$ cat config.mk
export PLATFORM = sky130hd
export DESIGN_NAME = hh_phase_modulator
export DESIGN_NICKNAME = d
export VERILOG_FILES = /design/src/rtl/hh_phase_modulator.sv
export SDC_FILE = /design/constraint.sdc
export NUM_CORES = 1
export LEC_CHECK = 0
export CORE_UTILIZATION = 25
export CTS_BUF_LIST = sky130_fd_sc_hd__clkbuf_4
export CTS_CLUSTER_SIZE = 10
export DETAILED_ROUTE_END_ITERATION = 10
export HOLD_SLACK_MARGIN = 0.06
export PLACE_DENSITY = 0.49
export SKIP_CTS_REPAIR_TIMING = 1
export SLEW_MARGIN = 20
export SYNTH_ARGS = -nofsm -noshare
export SYNTH_HDL_FRONTEND = slang
export SYNTH_SLANG_ARGS = --single-unit
$ cat constraint.sdc
create_clock -name clock -period 3 [get_ports clock]
set_input_delay 0.6 -clock clock [delete_from_list [all_inputs] [get_ports clock]]
set_output_delay 0.6 -clock clock [all_outputs]
set_load 0.1 [all_outputs]
$ cat src/rtl/hh_phase_modulator.sv
// HitchHike phase modulator: turns the sending/head/datacmd stream into a differentially phase-flipped square-wave RF switch drive.
// Latency: burst starts one clock after sending is seen in IDLE; phase/rf_out update on the symbol-boundary edge.
// Backpressure: none; bit_req asks upstream for datacmd, which must be valid at the following boundary edge.
module hh_phase_modulator #(
    parameter int unsigned SYM_CLKS  = 10,
    parameter int unsigned SHIFT_DIV = 1,
    parameter int unsigned CW        = 8
) (
    input  logic clock,
    input  logic reset,
    input  logic sending,
    input  logic head,
    input  logic datacmd,
    output logic bit_req,
    output logic sym_strobe,
    output logic phase,
    output logic rf_out,
    output logic active
);

    localparam logic [1:0] ST_IDLE = 2'd0;
    localparam logic [1:0] ST_HEAD = 2'd1;
    localparam logic [1:0] ST_DATA = 2'd2;

    localparam logic [CW-1:0] SYM_LAST = CW'(SYM_CLKS - 1);
    localparam logic [CW-1:0] SYM_REQ  = CW'(SYM_CLKS - 2);
    localparam logic [CW-1:0] DIV_LAST = CW'(SHIFT_DIV - 1);

    logic [1:0]    state_q, state_d;
    logic [CW-1:0] sym_cnt_q, sym_cnt_d;
    logic [CW-1:0] div_cnt_q, div_cnt_d;
    logic          sq_q, sq_d;
    logic          phase_q, phase_d;
    logic          rf_q, rf_d;
    logic          active_q, active_d;

    logic boundary;
    logic div_wrap;
    logic busy;

    assign boundary = (sym_cnt_q == SYM_LAST);
    assign div_wrap = (div_cnt_q == DIV_LAST);
    assign busy     = (state_q != ST_IDLE);

    always_comb begin
        state_d   = state_q;
        sym_cnt_d = sym_cnt_q;
        div_cnt_d = div_cnt_q;
        sq_d      = sq_q;
        phase_d   = phase_q;
        active_d  = active_q;
        rf_d      = 1'b0;

        case (state_q)
            ST_IDLE: begin
                sym_cnt_d = '0;
                div_cnt_d = '0;
                sq_d      = 1'b0;
                phase_d   = 1'b0;
                active_d  = 1'b0;
                if (sending) begin
                    state_d  = head ? ST_HEAD : ST_DATA;
                    active_d = 1'b1;
                end
            end
            ST_HEAD, ST_DATA: begin
                sym_cnt_d = boundary ? '0 : sym_cnt_q + CW'(1);
                // Oscillator free-runs across symbols to keep the carrier phase-coherent.
                div_cnt_d = div_wrap ? '0 : div_cnt_q + CW'(1);
                sq_d      = sq_q ^ div_wrap;
                if (boundary) begin
                    if (!sending) begin
                        state_d   = ST_IDLE;
                        sym_cnt_d = '0;
                        div_cnt_d = '0;
                        sq_d      = 1'b0;
                        phase_d   = 1'b0;
                        active_d  = 1'b0;
                    end else if (head) begin
                        state_d = ST_HEAD;
                    end else begin
                        state_d = ST_DATA;
                        phase_d = phase_q ^ datacmd;
                    end
                end
            end
            default: begin
                state_d   = ST_IDLE;
                sym_cnt_d = '0;
                div_cnt_d = '0;
                sq_d      = 1'b0;
                phase_d   = 1'b0;
                active_d  = 1'b0;
            end
        endcase

        // Registered so the switch drive never glitches on counter decode.
        if (state_d != ST_IDLE) begin
            rf_d = sq_d ^ phase_d;
        end
    end

    always_ff @(posedge clock or posedge reset) begin
        if (reset) begin
            state_q   <= ST_IDLE;
            sym_cnt_q <= '0;
            div_cnt_q <= '0;
            sq_q      <= 1'b0;
            phase_q   <= 1'b0;
            rf_q      <= 1'b0;
            active_q  <= 1'b0;
        end else begin
            state_q   <= state_d;
            sym_cnt_q <= sym_cnt_d;
            div_cnt_q <= div_cnt_d;
            sq_q      <= sq_d;
            phase_q   <= phase_d;
            rf_q      <= rf_d;
            active_q  <= active_d;
        end
    end

    assign sym_strobe = busy && boundary;
    assign bit_req    = busy && (sym_cnt_q == SYM_REQ);
    assign phase      = phase_q;
    assign rf_out     = rf_q;
    assign active     = active_q;

endmodule

== After elaboration in Yosys (flattened, before gate mapping) ==
Cells that the tools add are included.
Word-level totals
  register bits after elaboration: 22
  bits of input ports: 5
  output and inout port bits: 5
  logic and storage cells: 51
Cells by class
  add/sub/neg operators: 2
  equality and inequality tests: 6
  mux-type cells: 25
  bitwise logic cells: 3
  reductions and logical operators: 8
Operator list (count)
  2-to-1 mux 8 bit: 8
  adder 8 x 1 -> 8 bit (second input constant): 2
  == test 8 x 4 -> 1 bit (second input constant): 2
  2-to-1 mux 1 bit: 11
  zero test 8 bit: 1
  2-to-1 mux 2 bit: 4
  != test 2 bit (second input constant): 2
  one-hot mux 2 bit (2 select lines): 1
  nonzero test 2 bit: 2
  XOR 1 bit: 3
  == test 2 x 1 -> 1 bit (second input constant): 1
  == test 2 bit (second input constant): 1
  logical AND 1 bit: 2
  zero test 2 bit: 1
  one-hot mux 1 bit (2 select lines): 1
  AND reduction 2 bit: 1
  OR reduction 2 bit: 1

== Longest topological paths before layout ==
Gate-level depths: netlist of run 1.
  word-level depth: 7
  mapped depth: 7
  depth with buffers taken out: 7

== Worst setup path after synthesis of run 1 ==
OpenSTA, ideal clock, no wires.
  path kind: flip-flop to output port
  from: register sym_cnt_q[2]
  to: output sym_strobe
  arrival time: 2.232 ns
  data required time: 2.400 ns
  slack: 0.168 ns
  cell stages (with the launch flop): 4
  path buffers: 0
  path through: dfrtp_1 -> nor4b_4 -> nand3_1 -> nor2_1
Between the ends
  longest elaborated chain between the ends: 2
RTL lines
  start, declared: line 30  | logic [CW-1:0] sym_cnt_q, sym_cnt_d;
  start signal, assigned: line 114  | sym_cnt_q <= sym_cnt_d;
  == test 8 x 4 -> 1 bit: line 41  | assign boundary = (sym_cnt_q == SYM_LAST);
  logical AND 1 bit: line 123  | assign sym_strobe = busy && boundary;
  end, declared: line 15  | output logic sym_strobe,
Every way passes these cells.

== Worst setup path after layout of run 1 ==
Ends and elaborated chain as after synthesis.

==> results of run 1 <==
registers in the layout (all words and copies together) (netlist names):
register   cells
sq_q           1
rf_out         1
phase          1
state_q        2
sym_cnt_q      8
active         1
div_cnt_q      8
cells by family (layout without fill, tap and decap cells):
family | after synthesis | after routing | share of synthesized area, %
and+or+nand+nor | 49 | 49 | 22.9
DFF | 22 | 22 | 47.8
xor gates and xnor gates | 15 | 15 | 11.4
AOI/OAI and AO/OA | 8 | 8 | 5.54
buffers and inverters | 8 | 21 | 2.61
adders and majority gates | 7 | 7 | 7.60
muxes | 2 | 2 | 2.17
routing by layer:
| metal | global-route usage (%) | routed length [um] | up-vias |
|---|---|---|---|
| met5 | 0 | 0 | - |
| met4 | 0.667 | 7 | 0 |
| met3 | 3.03 | 70 | 2 |
| met2 | 15.4 | 969 | 10 |
| met1 | 12.2 | 956 | 371 |
| li1 | - | - | 397 |
synthesized netlist by cell type (all sizes together):
library cell | count | area [sq um]
a32o | 1 | 10.0
and3 | 6 | 38.8
and4b | 1 | 10.0
dfrtp | 22 | 551
ha | 7 | 87.6
inv | 8 | 30.0
mux2 | 1 | 15.0
mux2i | 1 | 10.0
nand2 | 5 | 18.8
nand2b | 2 | 12.5
nand3 | 9 | 50.1
nand4 | 1 | 6.26
nor2 | 19 | 71.3
nor2b | 2 | 12.5
nor3 | 1 | 5.00
nor4b | 2 | 32.5
o211a | 1 | 10.0
o21a | 2 | 15.0
o21ai | 2 | 10.0
o22ai | 2 | 18.8
or2 | 1 | 6.26
xnor2 | 4 | 35.0
xor2 | 11 | 96.3
per-stage QoR:
step	total power, mW	worst slack, ns	area [sq um]	cells	util (%)
finish	0.930	0.606	1350	176	30.7
detailed placement	0.708	0.955	1290	172	29.5
floorplan	0.627	0.168	1150	111	-
global placement	0.703	0.967	1290	172	29.5
global route	0.996	0.423	1350	176	30.7
CTS	0.946	0.583	1350	176	30.7
layout make-up:
type                    instances  area (sq um)
clock buffers                   3          22.5
well taps                      52          65.1
repair buffers                  9          77.6
fillers                       452          3040
flip-flops and latches         22           551
clock inverters                 1          30.0
inverters                       8          30.0
multi-input cells              81           572
critical path, stage by stage (launching register included):
cell and delay, ns:
dfrtp_1 0.46, nor4b_4 0.38, nand3_1 0.21, nor2_1 0.13, buf_4 0.30
cells in the final DEF (no fill, tap or decap):
cell type	instances
nor4b_4	1
a32o_1	1
nand2_1	5
ha_1	7
nor4b_1	1
bufinv_16	1
o21a_1	2
o21ai_0	2
o22ai_2	1
and3_2	1
mux2i_1	1
nand3_1	8
buf_4	5
and4b_1	1
clkdlybuf4s50_1	4
and3_1	5
clkbuf_4	3
o211a_1	1
dfrtp_1	22
nor3_1	1
nor2_1	19
mux2_4	1
nand4_1	1
xnor2_1	4
nand3_2	1
xor2_1	11
or2_2	1
nand2b_1	2
o22ai_1	1
inv_1	8
nor2b_1	2
where the power goes:
part	leakage, nW	internal [mW]	switching, mW
logic	0.311	0.114	0.217
clock network	0.0279	0.135	0.0950
registers	0.300	0.336	0.0325
path summary, 6_finish.rpt:
kind                       slack (ns)              startpoint                      to  depth (start not counted)
setup reg to reg                 1.28  sym_cnt_q[2]$_DFF_PP0_  div_cnt_q[7]$_DFF_PP0_                          5
setup / recovery                 0.61  sym_cnt_q[2]$_DFF_PP0_              sym_strobe                          4
max in group asynchronous        1.74                   reset      active$_DFFE_PP0P_                          2
hold reg to reg                  0.52      active$_DFFE_PP0P_      active$_DFFE_PP0P_                          1
min in group asynchronous        0.73                   reset  div_cnt_q[3]$_DFF_PP0_                          2
hold / removal                   0.52      active$_DFFE_PP0P_      active$_DFFE_PP0P_                          1
==> impl_metrics.env, run 1 <==
export IMPL_status="complete, no violations"
export IMPL_tightest_slew_ns=0.834
export IMPL_final_nets=137
export IMPL_fin_crit_ns=2.39
export IMPL_drt_iter0_drc=25
export IMPL_yosys_register_bits=22
export IMPL_clock_skew_final_ns=0.0202
export IMPL_antenna_cells=0
export IMPL_die_w_um=69.9
export IMPL_fin_crit_sh_pct=79.8
export IMPL_drtPass1Iterations=4
export IMPL_avgViaCountPerCell=4.43
export IMPL_hpwl_um=1510
export IMPL_clock_tree_buffer_depth=2
export IMPL_avgSynthCellArea_sq_um=10.4
export IMPL_yosysUniqueCellTypes=27
export IMPL_grt_max_degree=23
export IMPL_drc=0
export IMPL_path_class="reg -> out"
export IMPL_port_buffers=9
export IMPL_drive_above_1_share_pct=12.1
export IMPL_arrival_ns=1.79
export IMPL_insertion_delay_ns=0.32
export IMPL_grt_pass1_wl_um=3650
export IMPL_rows=24
export IMPL_area_growth_pct=16.9
export IMPL_drv_cap=0
export IMPL_dieHeight_um=69.9
export IMPL_wl_per_cell_um=11.4
export IMPL_rsz0062_at_grt="false"
export IMPL_core_sq_um=4380
export IMPL_finalMaxSlewViolations=0
export IMPL_cp_max_fo=5
export IMPL_setup_viol=0
export IMPL_timing_slew_headroom_pct=44.3
export IMPL_cts_tree="yes"
export IMPL_required_ns=2.40
export IMPL_clk_pin_slew_worst_paths_ns=0.11
export IMPL_synthCells=111
export IMPL_start_util_pct=26.3
export IMPL_routed_wl_um=2000
export IMPL_cts_sinks=22
export IMPL_ant_nets=0
export IMPL_track_usage_pct=9.24
export IMPL_syn_num_nets=123
export IMPL_cts_root_buf="clkbuf_4"
export IMPL_gp_congestion=0.760
export IMPL_cts_buffers=3
export IMPL_p_per_area_nw_per_um2=690
export IMPL_fin_tns_setup_ns=0
export IMPL_grt_pass1_vias=796
export IMPL_hold_viol=0
export IMPL_die_area_sq_um=4880
export IMPL_antenna_found_initial=0
export IMPL_ys_seq_area_share_pct=47.8
export IMPL_cts_htree_levels=1
export IMPL_boundaryPins=10
export IMPL_vias=780
export IMPL_netlist_area_sq_um=1150
export IMPL_yosys_warnings=0
export IMPL_grt_ovfl_total=0
export IMPL_hold_class="reg -> reg"
export IMPL_fmax_mhz=418
export IMPL_ir_drop_mv=0.519
export IMPL_p_leak_nw=0.640
export IMPL_start_kind="register"
export IMPL_endpoint_kind="output port"
export IMPL_holdWs_ns=0.520
No activity file was read; power rests on OpenSTA's default activity.
==> run 2, diff against run 1 <==
Settings changed: PLACE_DENSITY 0.49 to 0.5.
Clock period 3 ns to 2.2 ns, I/O delays scaled along.
==> run 2 against run 1 <==
Critical path depth unchanged. Worst setup slack got worse by 0.50 ns. Critical endpoint unchanged. Clock power decreased by 20%. Count of clock-buffer cells in the layout unchanged. Highest routed layer unchanged. Combinational power increased by 39%. Sequential share of layout area decreased by 0.94 points. Flip-flop and latch count unchanged. Global-route usage increased by 0.47 points. Non-clock buffer count increased by 3. Total power increased by 24%. Die area unchanged.
==> impl_metrics.env, run 2 (synthesis gave the netlist of run 1 again) <==
export IMPL_p_leak_nw=0.645
export IMPL_finalMaxSlewViolations=0
export IMPL_drive_above_1_share_pct=15.7
export IMPL_timing_slew_headroom_pct=78.9
export IMPL_endpoint_kind="output port"
export IMPL_r2r_cells=6
export IMPL_arrival_ns=1.66
export IMPL_die_w_um=69.9
export IMPL_cts_tree="yes"
export IMPL_final_nets=140
export IMPL_cts_buffers=3
export IMPL_gp_congestion=0.759
export IMPL_drtPass1Iterations=4
export IMPL_final_cell_mix="dfrtp_1, nor2_1, xor2_1, inv_1"
export IMPL_required_ns=1.76
export IMPL_path_class="reg -> out"
export IMPL_ant_nets=0
export IMPL_fin_crit_ns=2.10
export IMPL_cts_sinks=22
export IMPL_drv_cap=0
export IMPL_hold_viol=0
export IMPL_cts_htree_levels=1
export IMPL_antenna_found_initial=0
export IMPL_worstReg2RegEnd="div_cnt_q[2]$_DFF_PP0_"
export IMPL_drt_iter0_drc=37
export IMPL_insertion_delay_ns=0.30
export IMPL_dieHeight_um=69.9
export IMPL_r2r_start="sym_cnt_q[4]$_DFF_PP0_"
export IMPL_reg_largest_list="div_cnt_q (8), sym_cnt_q (8), state_q (2)"
export IMPL_holdWs_ns=0.455
export IMPL_rows=24
export IMPL_ir_drop_mv=0.305
export IMPL_clock_tree_buffer_depth=2
export IMPL_die_area_sq_um=4880
export IMPL_wl_per_cell_um=12.0
export IMPL_start_kind="register"
export IMPL_antenna_cells=0
export IMPL_tightest_slew_ns=0.316
export IMPL_r2r_setup_slack_ns=0.38
export IMPL_routed_wl_um=2140
export IMPL_final_core_util_pct=31.5
export IMPL_p_per_area_nw_per_um2=833
export IMPL_start_util_pct=26.3
export IMPL_grt_ovfl_total=0
export IMPL_final_common_cell="dfrtp_1"
export IMPL_fmax_mhz=477
export IMPL_clock_skew_final_ns=0.00824
export IMPL_fin_crit_sh_pct=95.3
export IMPL_track_usage_pct=9.71
export IMPL_avgViaCountPerCell=4.45
export IMPL_status="complete, no violations"
export IMPL_fill_cells=455
export IMPL_worstSetupEndpoint="sym_strobe"
export IMPL_cp_max_fo=4
export IMPL_vias=796
export IMPL_grt_max_degree=23
export IMPL_setup_viol=0
export IMPL_area_growth_pct=20.0
export IMPL_crit_start="sym_cnt_q[4]$_DFF_PP0_"
export IMPL_hold_class="in -> async"
export IMPL_grt_pass1_vias=802
export IMPL_port_buffers=9
export IMPL_drc=0
export IMPL_grt_pass1_wl_um=3760
export IMPL_cts_root_buf="clkbuf_4"
export IMPL_boundaryPins=10
export IMPL_core_sq_um=4380
export IMPL_hpwl_um=1620
export IMPL_clk_pin_slew_worst_paths_ns=0.12
export IMPL_rsz0062_at_grt="false"
run 2: cell types whose count changed in the layout (fill, tap and decap cells not counted), sizes merged:
| cell | previous run | this run |
|---|---|---|
| clkinv | 0 | 1 |
| buf | 5 | 8 |
| bufinv | 1 | 0 |
run 2: worst min path at each step:
stage                       start                      to  slack [ns]
2_1_floorplan               reset      active$_DFFE_PP0P_        0.43
3_3_place_gp   active$_DFFE_PP0P_      active$_DFFE_PP0P_        0.48
3_5_place_dp   active$_DFFE_PP0P_      active$_DFFE_PP0P_        0.49
4_1_cts                     reset  div_cnt_q[5]$_DFF_PP0_        0.46
5_1_grt                     reset  div_cnt_q[5]$_DFF_PP0_        0.47
6_report                    reset  sym_cnt_q[2]$_DFF_PP0_        0.45
run 2: through the flow:
stage	area, sq um	TNS, ns	power, mW	worst slack (ns)	instances
5_1_grt	1380	0	1.25	0.00452	179
4_1_cts	1360	-0.0299	1.17	-0.0299	177
3_5_place_dp	1340	0	0.975	0.327	173
6_report	1380	0	1.15	0.104	179
2_1_floorplan	1160	0	0.863	0.116	111
3_3_place_gp	1340	0	0.970	0.394	173
run 2: area by class of cell:
class | count | area [sq um] | share of cell area, %
Clock inverter | 1 | 3.75 | 0.271
Tap cell | 52 | 65.1 | 4.71
Multi-Input combinational cell | 81 | 584 | 42.3
Timing Repair Buffer | 12 | 125 | 9.05
Sequential cell | 22 | 552 | 39.9
Clock buffer | 3 | 22.5 | 1.63
Inverter | 8 | 30.0 | 2.17
run 2: per-layer routing:
layer / GRT usage, % / vias up / wire length (um)
met5: 0 / - / 0
li1: - / 401 / -
met1: 12.6 / 383 / 1040
met2: 15.7 / 8 / 1020
met4: 4.00 / 0 / 34
met3: 2.02 / 4 / 52
run 2: where the power goes:
group	total (mW)	internal, mW	switching, mW
Combinational	0.461	0.159	0.302
Sequential	0.506	0.458	0.0472
Clock	0.185	0.0660	0.119
run 2: worst max-delay path: stages, from the launching register on:
cell,delay (ns)
dfrtp_1,0.47
nor4b_4,0.38
nand3_2,0.18
nor2_4,0.15
buf_12,0.18
